[config.mk]
export PLATFORM = sky130hd
export DESIGN_NAME = mux_scan_sel_flat
export DESIGN_NICKNAME = d
export VERILOG_FILES = /design/src/rtl/mux_scan_sel_if.sv /design/src/rtl/mux_scan_sel.sv /design/src/flat_wrapper.sv
export SDC_FILE = /design/constraint.sdc
export NUM_CORES = 1
export LEC_CHECK = 0
export BUFFER_PORTS_ARGS = -buffer_cell sky130_fd_sc_hd__buf_2
export CAP_MARGIN = 20
export CORE_UTILIZATION = 44
export DETAILED_ROUTE_END_ITERATION = 7
export MAX_ROUTING_LAYER = met4
export PLACE_DENSITY_LB_ADDON = 0.15
export SLEW_MARGIN = 25
export SYNTH_ARGS = -nofsm -noshare
export SYNTH_HDL_FRONTEND = slang
export SYNTH_SLANG_ARGS = --single-unit
[constraint.sdc]
create_clock -name clk -period 2.15 [get_ports clk]
set_input_delay 0 -clock clk [delete_from_list [all_inputs] [get_ports clk]]
set_output_delay 0 -clock clk [all_outputs]
set_load 0.03 [all_outputs]
[src/rtl/mux_scan_sel_if.sv]
// Channel-select bus between the switch/GPIO side and the LED/7-seg drivers.
// The master drives the selection controls; the slave (the selector) returns the registered channel data.
interface mux_scan_sel_if #(
    parameter int NR_CH    = 4,
    parameter int DATA_LEN = 2
);
    localparam int SEL_W = $clog2(NR_CH);

    logic [NR_CH*DATA_LEN-1:0] din;
    logic [SEL_W-1:0]          sel;
    logic                      mode;
    logic [NR_CH-1:0]          en_mask;
    logic                      hold;
    logic [DATA_LEN-1:0]       dout;
    logic [SEL_W-1:0]          cur_ch;
    logic                      dout_valid;
    logic                      ch_change;

    modport master (
        output din, sel, mode, en_mask, hold,
        input  dout, cur_ch, dout_valid, ch_change
    );

    modport slave (
        input  din, sel, mode, en_mask, hold,
        output dout, cur_ch, dout_valid, ch_change
    );
endinterface

[src/rtl/mux_scan_sel.sv]
// Registered NR_CH:1 channel selector with a manual select mode and an auto-scan mode.
// state     | meaning
// ST_MANUAL | cur_ch follows sel on every non-hold cycle
// ST_SCAN   | cur_ch steps to the next enabled channel every SCAN_DIV cycles
module mux_scan_sel #(
    parameter int                  NR_CH    = 4,
    parameter int                  DATA_LEN = 2,
    parameter int                  SCAN_DIV = 8,
    parameter logic [DATA_LEN-1:0] DEFAULT  = '0
) (
    input logic           clk,
    input logic           rst,
    mux_scan_sel_if.slave bus
);
    localparam int SEL_W = $clog2(NR_CH);
    localparam int DIV_W = $clog2(SCAN_DIV);
    localparam logic [DIV_W-1:0] DIV_TC = DIV_W'(SCAN_DIV - 1);

    typedef enum logic {ST_MANUAL, ST_SCAN} state_t;

    state_t              state_q, state_d;
    logic [SEL_W-1:0]    cur_q, cur_d;
    logic [DIV_W-1:0]    div_q, div_d;
    logic [DATA_LEN-1:0] dout_q, dout_d;
    logic                valid_q, valid_d;
    logic                chg_q, chg_d;

    logic [SEL_W-1:0]    hi_ch, lo_ch, scan_nxt;
    logic                hi_hit, lo_hit;
    logic [DATA_LEN-1:0] sel_data;
    logic                sel_en;

    // Next enabled channel above cur_q, else the lowest enabled one (may be cur_q itself).
    always_comb begin
        hi_ch  = cur_q;
        lo_ch  = cur_q;
        hi_hit = 1'b0;
        lo_hit = 1'b0;
        for (int j = NR_CH - 1; j >= 0; j--) begin
            if (bus.en_mask[j]) begin
                if (j > int'(cur_q)) begin
                    hi_ch  = SEL_W'(j);
                    hi_hit = 1'b1;
                end else begin
                    lo_ch  = SEL_W'(j);
                    lo_hit = 1'b1;
                end
            end
        end
        scan_nxt = hi_hit ? hi_ch : (lo_hit ? lo_ch : cur_q);
    end

    // A mode change wins over a scan advance landing on the same edge.
    always_comb begin
        state_d = state_q;
        cur_d   = cur_q;
        div_d   = div_q;
        if (!bus.hold) begin
            case (state_q)
                ST_MANUAL: begin
                    if (bus.mode) begin
                        state_d = ST_SCAN;
                        div_d   = '0;
                    end else begin
                        cur_d = bus.sel;
                    end
                end
                ST_SCAN: begin
                    if (!bus.mode) begin
                        state_d = ST_MANUAL;
                        cur_d   = bus.sel;
                        div_d   = '0;
                    end else if (div_q == DIV_TC) begin
                        div_d = '0;
                        cur_d = scan_nxt;
                    end else begin
                        div_d = div_q + DIV_W'(1);
                    end
                end
                default: state_d = ST_MANUAL;
            endcase
        end
    end

    always_comb begin
        sel_data = DEFAULT;
        sel_en   = 1'b0;
        for (int j = 0; j < NR_CH; j++) begin
            if (int'(cur_d) == j) begin
                sel_data = bus.din[j*DATA_LEN +: DATA_LEN];
                sel_en   = bus.en_mask[j];
            end
        end
    end

    always_comb begin
        dout_d  = dout_q;
        valid_d = valid_q;
        chg_d   = 1'b0;
        if (!bus.hold) begin
            dout_d  = sel_en ? sel_data : DEFAULT;
            valid_d = sel_en;
            chg_d   = (cur_d != cur_q);
        end
    end

    always_ff @(posedge clk or posedge rst) begin
        if (rst) begin
            state_q <= ST_MANUAL;
            cur_q   <= '0;
            div_q   <= '0;
            dout_q  <= DEFAULT;
            valid_q <= 1'b0;
            chg_q   <= 1'b0;
        end else begin
            state_q <= state_d;
            cur_q   <= cur_d;
            div_q   <= div_d;
            dout_q  <= dout_d;
            valid_q <= valid_d;
            chg_q   <= chg_d;
        end
    end

    assign bus.dout       = dout_q;
    assign bus.cur_ch     = cur_q;
    assign bus.dout_valid = valid_q;
    assign bus.ch_change  = chg_q;
endmodule

[src/flat_wrapper.sv]
// flat-port wrapper written by rule: the top's interface ports become plain ports
module mux_scan_sel_flat 
#(
    parameter int                  NR_CH    = 4,
    parameter int                  DATA_LEN = 2,
    parameter int                  SCAN_DIV = 8,
    parameter logic [DATA_LEN-1:0] DEFAULT  = '0
)
  (clk, rst, bus_din, bus_sel, bus_mode, bus_en_mask, bus_hold, bus_dout, bus_cur_ch, bus_dout_valid, bus_ch_change);
  mux_scan_sel_if #(.NR_CH(NR_CH), .DATA_LEN(DATA_LEN)) bus_i ();
  input logic clk;
  input logic rst;
  input wire logic [$bits(bus_i.din)-1:0] bus_din;
  input wire logic [$bits(bus_i.sel)-1:0] bus_sel;
  input wire logic [$bits(bus_i.mode)-1:0] bus_mode;
  input wire logic [$bits(bus_i.en_mask)-1:0] bus_en_mask;
  input wire logic [$bits(bus_i.hold)-1:0] bus_hold;
  output wire logic [$bits(bus_i.dout)-1:0] bus_dout;
  output wire logic [$bits(bus_i.cur_ch)-1:0] bus_cur_ch;
  output wire logic [$bits(bus_i.dout_valid)-1:0] bus_dout_valid;
  output wire logic [$bits(bus_i.ch_change)-1:0] bus_ch_change;
  assign bus_i.din = bus_din;
  assign bus_i.sel = bus_sel;
  assign bus_i.mode = bus_mode;
  assign bus_i.en_mask = bus_en_mask;
  assign bus_i.hold = bus_hold;
  assign bus_dout = bus_i.dout;
  assign bus_cur_ch = bus_i.cur_ch;
  assign bus_dout_valid = bus_i.dout_valid;
  assign bus_ch_change = bus_i.ch_change;
  mux_scan_sel #(.NR_CH(NR_CH), .DATA_LEN(DATA_LEN), .SCAN_DIV(SCAN_DIV), .DEFAULT(DEFAULT)) u_core (.clk(clk), .rst(rst), .bus(bus_i));
endmodule
==> impl_metrics.py <==
metrics = {
    "timing": {
        "hold_viol": 0,
        "tightestPinTransition_ns": 0.3878,
        "fmax_mhz": 488.1,
        "post-route-min-period_ns": 2.049,
        "finalCritPeriodShare_pct": 95.30,
        "slew_headroom_pct": 74.12,
        "setup_viol": 0,
        "rsz0062_at_grt": "false",
        "finClkSkew_ns": 0.01096,
        "holdWs_ns": 0.1000,
        "drv_slew": 0,
    },
    "global_route": {
        "grt_max_degree": 14,
        "grt_use_met3_pct": 6.250,
        "grt_pass1_wl_mm": 2.691,
        "overflow": 0,
        "grt-busiest-layer": "met2",
        "gr-usage-met2_pct": 30.45,
        "grt_pass1_vias": 613,
        "grt_usage_pct": 19.50,
        "groute.layer.met1.usage_pct": 24.87,
        "antenna_found_initial": 0,
    },
    "setup_path": {
        "critPathArrivalTime_ns": 2.23,
        "cp_slowest_stage_delay_ns": 0.36,
        "crit_family": "compound AO/OA/AOI/OAI gates",
        "cp.required_ns": 2.33,
        "worst-path-buf-inv": 0,
        "worstRegToRegCells": 8,
        "cp.depth": 8,
        "cp_slowest_cell": "dfrtp_1",
        "cp_max_fo": 5,
        "worstPathCellList": "ha_2, ha_4, nand2_4, o41a_1, or2_4, a21bo_1, and3_1, o31ai_1",
        "critPathKind": "reg2reg",
        "worstSetupStartpointType": "register",
        "setup.worst_path.end_class": "register",
    },
    "clocking": {
        "cts_max_level": 1,
        "cts_tree": "yes",
        "insertion_delay_ns": 0.26,
        "path_clk_slew_ns": 0.07,
        "cts-root-buf": "clkbuf_4",
        "cts_sinks": 10,
        "clockBufferDepth": 2,
        "numCtsBuffers": 3,
    },
    "power_and_ir_drop": {
        "peakVddDrop_uv": 400.9,
        "power_per_cell_area_nw_per_um2": 581.7,
        "power.total_uw": 589.5,
        "p_leak_nw": 0.4869,
    },
    "logic_synthesis": {
        "synth_cells": 78,
        "yosysTopAreaCellShare_pct": 32.63,
        "synthesis.nets": 98,
        "syn_avg_cell_area_sq_um": 9.833,
        "synth_area_leaders": "dfrtp_1 (33%), buf_6 (4.4%), a32o_1 (3.9%), nand2_1 (3.9%), ha_1 (3.3%)",
        "synth_edf_count": 0,
        "syn_area_sq_um": 767.0,
        "ys_types": 39,
        "ys_seq_elements": 10,
        "yosys_most_used_dff": "dfrtp_1",
        "ys_seq_area_share_pct": 32.63,
        "yosysWarningCount": 0,
        "yosysTopAreaCell": "dfrtp_1",
        "synthArstFlopShare_pct": 100.0,
    },
    "outcome": {
        "status": "complete, but fails checks",
        "violations": "DRC",
    },
    "min_path": {
        "whs_path_depth": 3,
        "hold_class": "in2reg",
    },
    "layout": {
        "postLayoutCoreUtil_pct": 65.01,
        "layout.cells.non_filler": 127,
        "layout_common_cells": "buf_2 (23), dfrtp_1 (9), nand2_1 (8)",
        "drive_above_1_share_pct": 50.45,
        "fill_cells": 138,
        "area_growth_syn_to_layout_pct": 32.14,
        "final_common_cell": "buf_2",
        "n_antenna_cell": 0,
        "final_net_count": 132,
    },
    "route": {
        "routed_wl_mm": 1.647,
        "ant_nets": 0,
        "wl_per_cell_um": 12.97,
        "viasPerCell": 5.512,
        "vias": 700,
        "drt-initial-drc-count": 8,
        "firstDrtPassIters": 5,
        "drc": 1,
    },
    "floorplanning": {
        "rows": 14,
        "die_y_um": 43.75,
        "die_x_um": 43.75,
        "dieArea_sq_um": 1914,
        "io_pins": 24,
        "start_util_pct": 49.20,
        "core_area_sq_um": 1559,
    },
    "placement": {
        "hpwlAfterDp_mm": 1.193,
        "place_congestion": 0.8210,
        "dp.cells": 118,
        "port-buffer-count": 23,
    },
    "job": {
        "maxCapViolCount": 0,
    },
}
==> cell families (layout without fill, tap and decap cells) <==
| logic type | count (synthesis) | count (layout) | share of synthesized area (%) |
|---|---|---|---|
| adder cells (fa/ha/maj) | 2 | 2 | 3.262 |
| buffers and inverters | 6 | 37 | 7.177 |
| AO/OA/AOI/OAI | 22 | 23 | 25.94 |
| XOR/XNOR | 2 | 2 | 2.284 |
| AND/OR/NAND/NOR | 33 | 34 | 24.47 |
| multiplexers | 3 | 3 | 4.241 |
| flip-flops | 10 | 10 | 32.63 |
==> what timing repair did <==
action / 4_1_cts / 5_1_grt
endpoints found under the setup margin: 3 / 3
hold buffers: 1 / 0
buffers inserted: 0 / 2
pin swaps: 2 / 10
hold endpoints to repair: 10 / 0
cloned: 0 / 2
resized for setup: 6 / 6
==> cells in the mapped netlist (all sizes together), types with 3 or more instances <==
cell type	count
dfrtp	10
and3	4
nand2	9
a21oi	3
a32o	3
nor2	6
a21bo	3
buf	3
==> per-layer routing <==
| layer | part of all wire [%] | vias up | wire (um) |
|---|---|---|---|
| li1 | - | 353 | - |
| met1 | 46 | 330 | 765 |
| met2 | 49 | 17 | 808 |
| met3 | 4.4 | 0 | 73 |
| met4 | 0 | 0 | 0 |
| met5 | 0 | - | 0 |
==> tightest hold or removal path, cell delays in order <==
cell	delay, ns
buf_2	0.19
nand2_1	0.09
nand2_1	0.05
==> per-stage QoR <==
| step | TNS, ns | cell area (sq um) | worst slack (ns) |
|---|---|---|---|
| floorplan | 0 | 768.2 | 0.005682 |
| global placement | -0.1969 | 893.4 | -0.1024 |
| detailed placement | -0.3170 | 893.4 | -0.1432 |
| CTS | -0.002543 | 949.7 | -0.002543 |
| global route | 0 | 1013 | 0.006398 |
| finish | 0 | 1013 | 0.1011 |
==> path summary, 6_finish.rpt <==
check,startpoint,endpoint,slack (ns)
min in group asynchronous,rst,u_core.bus.dout_valid$_DFFE_PP0N_,0.25
worst min register to register,u_core.bus.dout_valid$_DFFE_PP0N_,u_core.bus.dout_valid$_DFFE_PP0N_,0.47
worst max register to register,u_core.div_q[1]$_DFFE_PP0P_,u_core.bus.dout[0]$_DFFE_PP0N_,0.10
max in group asynchronous,rst,u_core.bus.cur_ch[1]$_DFF_PP0_,1.60
worst min-delay path,bus_hold,u_core.bus.dout_valid$_DFFE_PP0N_,0.10
worst max-delay path,u_core.div_q[1]$_DFFE_PP0P_,u_core.bus.dout[0]$_DFFE_PP0N_,0.10
==> flip-flops by register name (all words and copies together) (netlist names) <==
name and count:
u_core.bus.cur_ch 2, u_core.bus.ch_change 1, u_core.div_q 3, u_core.bus.dout_valid 1, u_core.state_q 1, u_core.bus.dout 2
==> where the power goes <==
part | internal [mW] | switching (mW)
Sequential | 0.212 | 0.0203
Combinational | 0.104 | 0.119
Clock | 0.0715 | 0.0625
Total | 0.387 | 0.202
==> final cells by class <==
cell class                      count  area, sq um  area share, %
Timing Repair Buffer               31        181.4          17.90
Sequential cell                    10        251.5          24.81
Tap cell                           16        20.02          1.975
Multi-Input combinational cell     64        526.8          51.98
Inverter                            2        7.507         0.7407
Clock buffer                        4        26.28          2.593
No activity file was read; power rests on OpenSTA's default activity.
